`config.mk`:
```
export PLATFORM = sky130hd
export DESIGN_NAME = sx_bus_bridge
export DESIGN_NICKNAME = d
export VERILOG_FILES = /design/src/rtl/sx_bus_bridge.sv
export SDC_FILE = /design/constraint.sdc
export NUM_CORES = 1
export LEC_CHECK = 0
export ABC_CLOCK_PERIOD_IN_PS = 2900
export BUFFER_PORTS_ARGS = -buffer_cell sky130_fd_sc_hd__buf_2
export CAP_MARGIN = 10
export CORE_UTILIZATION = 48
export CTS_CLUSTER_DIAMETER = 60
export CTS_CLUSTER_SIZE = 12
export DETAILED_ROUTE_END_ITERATION = 12
export GPL_ROUTABILITY_DRIVEN = 1
export HOLD_SLACK_MARGIN = 0.03
export PLACE_DENSITY = 0.93
export SKIP_CTS_REPAIR_TIMING = 1
export SYNTH_ARGS = -nofsm -noshare
export SYNTH_HDL_FRONTEND = slang
export SYNTH_SLANG_ARGS = --single-unit
```
`constraint.sdc`:
```
create_clock -name clk -period 2.9 [get_ports clk]
set_clock_uncertainty 0.15 [all_clocks]
set_input_delay 0.145 -clock clk [delete_from_list [all_inputs] [get_ports clk]]
set_output_delay 0.145 -clock clk [all_outputs]
set_load 0.01 [all_outputs]
```
`src/rtl/sx_bus_bridge.sv`:
```
// 386SX local-bus cycle controller: decodes each CPU bus cycle against NUM_TGT windows,
// runs one target access (fixed wait or waitreq/valid handshake) and returns a one-clock READY#.
module sx_bus_bridge #(
  parameter int AW = 24,
  parameter int DW = 16,
  parameter int NUM_TGT = 4,
  parameter logic [AW*NUM_TGT-1:0] TGT_BASE = {24'hC00000, 24'h100000, 24'h000000, 24'hFE0000},
  parameter logic [AW*NUM_TGT-1:0] TGT_MASK = {24'hFF0000, 24'hF00000, 24'hF00000, 24'hFE0000},
  parameter logic [NUM_TGT-1:0]    TGT_HS   = 4'b0100,
  parameter logic [4*NUM_TGT-1:0]  TGT_WAIT = {4'd2, 4'd0, 4'd1, 4'd3},
  parameter int IO_WAIT = 4,
  parameter int TIMEOUT = 255
) (
  input  logic                  clk,
  input  logic                  reset_n,
  input  logic                  ads_n,
  input  logic                  mio,
  input  logic                  dc,
  input  logic                  wr,
  input  logic [1:0]            be_n,
  input  logic [AW-1:0]         addr,
  input  logic [DW-1:0]         cpu_wdata,
  output logic [DW-1:0]         cpu_rdata,
  output logic                  ready_n,
  output logic                  na_n,
  output logic [NUM_TGT-1:0]    tgt_sel,
  output logic [AW-2:0]         tgt_addr,
  output logic [1:0]            tgt_be_n,
  output logic [DW-1:0]         tgt_wdata,
  output logic                  tgt_rd,
  output logic                  tgt_wr,
  input  logic [NUM_TGT-1:0]    tgt_waitreq,
  input  logic [NUM_TGT-1:0]    tgt_valid,
  input  logic [DW*NUM_TGT-1:0] tgt_rdata,
  input  logic                  err_clr,
  output logic                  err_timeout,
  output logic                  err_unmap,
  output logic                  busy
);

  localparam int IW      = (NUM_TGT > 1) ? $clog2(NUM_TGT) : 1;
  localparam int TO_CLKS = (TIMEOUT < 1) ? 1 : TIMEOUT;
  localparam int IO_CLKS = (IO_WAIT < 1) ? 1 : IO_WAIT;
  localparam logic [7:0] TO_LAST = 8'(TO_CLKS - 1);
  localparam logic [7:0] IO_LAST = 8'(IO_CLKS - 1);

  typedef enum logic [2:0] {
    S_IDLE, S_LATCH, S_ISSUE, S_WAIT, S_SPECIAL, S_DONE
  } state_t;

  state_t          state_q, state_d;
  logic [IW-1:0]   sel_idx_q;
  logic            wr_q, special_q, unmap_q;
  logic [7:0]      wcnt_q, tcnt_q;

  logic [NUM_TGT-1:0] hit, dec_oh;
  logic [IW-1:0]      dec_idx;
  logic               dec_found, cyc_mem;

  logic          sel_waitreq, sel_valid, sel_hs, to_hit;
  logic [DW-1:0] sel_rdata;
  logic [7:0]    sel_wait;

  logic strobe, cap_rdata, force_ones, set_to, set_unmap;

  // Address decode; the descending scan leaves the lowest matching window selected.
  always_comb begin
    hit       = '0;
    dec_oh    = '0;
    dec_idx   = '0;
    dec_found = 1'b0;
    for (int i = 0; i < NUM_TGT; i++)
      hit[i] = ((addr & TGT_MASK[AW*i +: AW]) == TGT_BASE[AW*i +: AW]);
    for (int i = NUM_TGT - 1; i >= 0; i--) begin
      if (hit[i]) begin
        dec_oh    = '0;
        dec_oh[i] = 1'b1;
        dec_idx   = IW'(i);
        dec_found = 1'b1;
      end
    end
  end

  // Memory data or code cycle; halt/shutdown (M/IO=1, D/C=0, W/R=1) is not a target access.
  assign cyc_mem = mio & (dc | ~wr);

  assign sel_waitreq = tgt_waitreq[sel_idx_q];
  assign sel_valid   = tgt_valid[sel_idx_q];
  assign sel_hs      = TGT_HS[sel_idx_q];
  assign sel_rdata   = tgt_rdata[sel_idx_q*DW +: DW];
  assign sel_wait    = 8'(TGT_WAIT[sel_idx_q*4 +: 4]);
  assign to_hit      = (tcnt_q == TO_LAST);

  // NOTE: every signal gets a default before the case so no path leaves one unassigned (no latches).
  always_comb begin
    state_d    = state_q;
    strobe     = 1'b0;
    cap_rdata  = 1'b0;
    force_ones = 1'b0;
    set_to     = 1'b0;
    set_unmap  = 1'b0;
    case (state_q)
      S_IDLE:
        if (!ads_n) state_d = S_LATCH;
      S_LATCH: begin
        set_unmap = unmap_q;
        state_d   = special_q ? S_SPECIAL : S_ISSUE;
      end
      S_ISSUE:
        // Timeout is checked first so a target releasing waitreq late never sees a strobe.
        if (to_hit) begin
          force_ones = 1'b1;
          set_to     = 1'b1;
          state_d    = S_DONE;
        end else if (!sel_waitreq) begin
          strobe  = 1'b1;
          state_d = (sel_hs && wr_q) ? S_DONE : S_WAIT;
        end
      S_WAIT:
        if (to_hit) begin
          force_ones = 1'b1;
          set_to     = 1'b1;
          state_d    = S_DONE;
        end else if (sel_hs) begin
          if (sel_valid) begin
            cap_rdata = 1'b1;
            state_d   = S_DONE;
          end
        end else if (wcnt_q == sel_wait) begin
          cap_rdata = ~wr_q;
          state_d   = S_DONE;
        end
      S_SPECIAL:
        if (wcnt_q == IO_LAST) begin
          force_ones = 1'b1;
          state_d    = S_DONE;
        end
      S_DONE:
        state_d = S_IDLE;
      default:
        state_d = S_IDLE;
    endcase
  end

  // NOTE: sequential state uses non-blocking assignments so every register samples pre-edge values.
  always_ff @(posedge clk or negedge reset_n) begin
    if (!reset_n) state_q <= S_IDLE;
    else          state_q <= state_d;
  end

  always_ff @(posedge clk or negedge reset_n) begin
    if (!reset_n) begin
      sel_idx_q   <= '0;
      wr_q        <= 1'b0;
      special_q   <= 1'b0;
      unmap_q     <= 1'b0;
      wcnt_q      <= '0;
      tcnt_q      <= '0;
      tgt_sel     <= '0;
      tgt_addr    <= '0;
      tgt_be_n    <= '0;
      tgt_wdata   <= '0;
      cpu_rdata   <= '0;
      err_timeout <= 1'b0;
      err_unmap   <= 1'b0;
    end else begin
      if (state_q == S_IDLE && !ads_n) begin
        tgt_addr  <= addr[AW-1:1];
        tgt_be_n  <= be_n;
        wr_q      <= wr;
        sel_idx_q <= dec_idx;
        tgt_sel   <= cyc_mem ? dec_oh : '0;
        special_q <= ~cyc_mem | ~dec_found;
        unmap_q   <= cyc_mem & ~dec_found;
      end

      if (state_q == S_LATCH) tgt_wdata <= cpu_wdata;
      if (state_q == S_DONE)  tgt_sel   <= '0;

      if (cap_rdata)       cpu_rdata <= sel_rdata;
      else if (force_ones) cpu_rdata <= '1;

      if (state_q != state_d)
        wcnt_q <= '0;
      else if (state_q == S_WAIT || state_q == S_SPECIAL)
        wcnt_q <= wcnt_q + 8'd1;

      if (state_q == S_LATCH)
        tcnt_q <= '0;
      else if (state_q == S_ISSUE || state_q == S_WAIT)
        tcnt_q <= tcnt_q + 8'd1;

      if (set_to)       err_timeout <= 1'b1;
      else if (err_clr) err_timeout <= 1'b0;
      if (set_unmap)    err_unmap   <= 1'b1;
      else if (err_clr) err_unmap   <= 1'b0;
    end
  end

  assign tgt_rd  = strobe & ~wr_q;
  assign tgt_wr  = strobe & wr_q;
  assign ready_n = (state_q != S_DONE);
  assign busy    = (state_q != S_IDLE);
  assign na_n    = 1'b1;

endmodule
```
==> results.txt <==
WL per Instance = 16.1 um
final period utilization = 88.7%
Worst Setup End Kind = flop
CTS buffer count = 9
ANT nets after route = 0
worst slew pin tran = 1.08 ns
Worst-Skew Late Latency = 0.36 ns
Syn Inst Count = 364
Worst setup SP type = flop
Synth Area in Compound Gates = 5.75%
top cell type's share of synthesized area = 50.2%
# port buffers = 186
Pwr Density = 854 nW/um^2
share of cells above drive strength 1 = 41.7%
fin crit period = 2.57 ns
drt drc = 0
net load switching power = 1930 uW
initial cell density of the core = 49.7%
Async SR Flop Fraction = 100%
clock tree buffer depth = 2
Final nets = 719
TNS Setup = 0 ns
unrepaired setup endpoints after global routing = no
synthesized cell area = 4330 sq um
fin. max-slew vios = 0
router iterations before antenna repair = 4
Min Hold Slack = 0.118 ns
vias per inst = 5.34
Main synth FF type = dfrtp_1
max_cap viols = 0
Die Y = 97.0 um
Netlist cell types = 47
synth warn = 0
initial antenna violation count = 0
Gate power share = 45.1%
CTS Sinks = 87
Synth area leaders = dfrtp_1, mux4_2, mux2_1, mux2_2, mux2i_1
status = finished, final reports clean
critical path type = reg2reg
H-tree Lvls = 3
arrival time worst endpoint = 2.67 ns
CTS root buf = clkbuf_8
vias in the first global route = 3695
DIE WIDTH = 97.0 um
first-pass GRT wire length = 17300 um
routability congestion estimate = 0.830
largest family of logic cells by synthesized area = multiplexers
clock power share = 17.0%
f_max = 0.389 GHz
register area share after synthesis = 50.2%
final design utilization = 68.7%
area grow syn2layout = 38.3%
Synth Area in Simple Gates = 11.2%
Placeable Area = 8720 sq um
detailed-route via count = 3774
TritonCTS clock tree = yes
row count = 34
mux share of post-synthesis cell area = 24.2%
Peak VDD IR = 0.525 mV
final setup fails = 0
Routed WL = 11400 um
Sequential Power Share = 37.9%
clock-pin slew on the worst setup and hold paths = 0.09 ns
Ports = 189
maximum number of pins on one net before global-route repair = 88
Die ar. = 9410 sq um
Slew HR = 28.1%
gr ovfl total = 0
hpwl dp = 7800 um
largest fanout on the critical path = 36
drt first-iter violations = 163
Power Internal = 3180 uW
XOR/XNOR share of the synthesized area = 2.63%
largest area contributor in the netlist = dfrtp_1
final count of hold timing violations = 0
Leak = 0.00280 uW
switching share of power = 37.7%
CP Data Required Time = 2.99 ns
ant diodes = 0
Post-synth EDFFs = 0
Syn Nets = 489
Synth Area in Adders = 1.16%
register bit total from synthesis = 87
Hold Path Class = in2reg
syn_area_per_cell = 11.9 sq um
GRT Total Usage = 23.0%
[flip-flops by register name (all words and copies together) (netlist names)]
signal,cells
tgt_be_n,2
tgt_sel,4
err_unmap,1
sel_idx_q,2
tcnt_q,8
tgt_addr,23
cpu_rdata,16
state_q,3
special_q,1
tgt_wdata,16
wr_q,1
err_timeout,1
wcnt_q,8
unmap_q,1
[path summary, 6_finish.rpt]
check	start	to	slack, ns	cells after the start
setup / recovery	state_q[2]$_DFF_PN0_	special_q$_DFFE_PN0P_	0.33	5
hold / removal	tgt_rdata[60]	cpu_rdata[12]$_DFFE_PN0P_	0.12	4
setup reg to reg	state_q[2]$_DFF_PN0_	special_q$_DFFE_PN0P_	0.33	5
hold reg to reg	tgt_addr[20]$_DFFE_PN0P_	tgt_addr[20]$_DFFE_PN0P_	0.35	1
max in group asynchronous	reset_n	wr_q$_DFFE_PN0P_	1.54	2
min in group asynchronous	reset_n	cpu_rdata[2]$_DFFE_PN0P_	0.38	2
[power groups by stage]
stage	clock network, uW	logic (uW)	registers [uW]
3_3_place_gp	0	2160	1910
4_1_cts	897	2270	1930
3_5_place_dp	0	2250	1950
2_1_floorplan	0	1380	2040
5_1_grt	953	2510	2000
6_report	868	2310	1940
[cell usage after synthesis (7+ instances only)]
cell type	n
o21ai_0	9
a21oi_1	7
buf_2	8
nand4_1	11
o21ai_1	7
dfrtp_1	87
xor2_1	10
mux2_1	26
mux2i_1	17
mux4_2	18
nor2_1	41
mux2_2	16
nand2_1	22
inv_1	25
[cell type report]
cell class	instances	area [sq um]
fill	626	2730
timing repair buffer	237	1430
sequential	87	2180
tap	108	135
clock inverter	7	77.6
clock buffer	9	124
inverter	25	93.8
multi-input combinational	234	1950
[metrics by stage]
step                      cells  setup slack (ns)  power (uW)  instance area (sq um)
after floorplan             364             0.418        3420                   4330
after global placement      645             0.764        4080                   5330
after detailed placement    645             0.631        4200                   5330
after CTS                   661             0.442        5100                   5530
after global routing        707             0.193        5460                   5990
final                       707             0.327        5120                   5990
[layer usage]
layer | vias up | track usage, % | part of all wire, %
met3 | 28 | 5.06 | 6.6
met5 | - | 0 | 0
met2 | 171 | 41.3 | 54
li1 | 1748 | - | -
met1 | 1827 | 26.3 | 37
met4 | 0 | 9.18 | 2.4
[worst max-delay path, cell delays in order (launching register included)]
cell           delay (ns)
dfrtp_1              0.57
or3_1                0.49
nor2_4               0.09
buf_4                0.39
a41oi_1              0.17
dlygate4sd3_1        0.59
[placed cells by master, fill, tap and decap left out, drive strengths merged, types with 10 or more instances in the layout]
cell type / n
mux2i: 17
xor2: 10
dfrtp: 87
buf: 191
inv: 28
nand2: 23
mux2: 42
nand4: 11
dlygate4sd3: 46
mux4: 18
o21ai: 17
nor2: 42
[cell families (layout without fill, tap and decap cells)]
kind of cell | after synthesis | count (layout)
and+or+nand+nor | 101 | 101
xor gates and xnor gates | 13 | 13
other | 1 | 1
DFF | 87 | 87
adders and majority gates | 4 | 4
buffers and inverters | 43 | 278
muxes | 77 | 77
AOI/OAI and AO/OA | 38 | 38
Note: power is estimated with default switching activity, not from simulation.
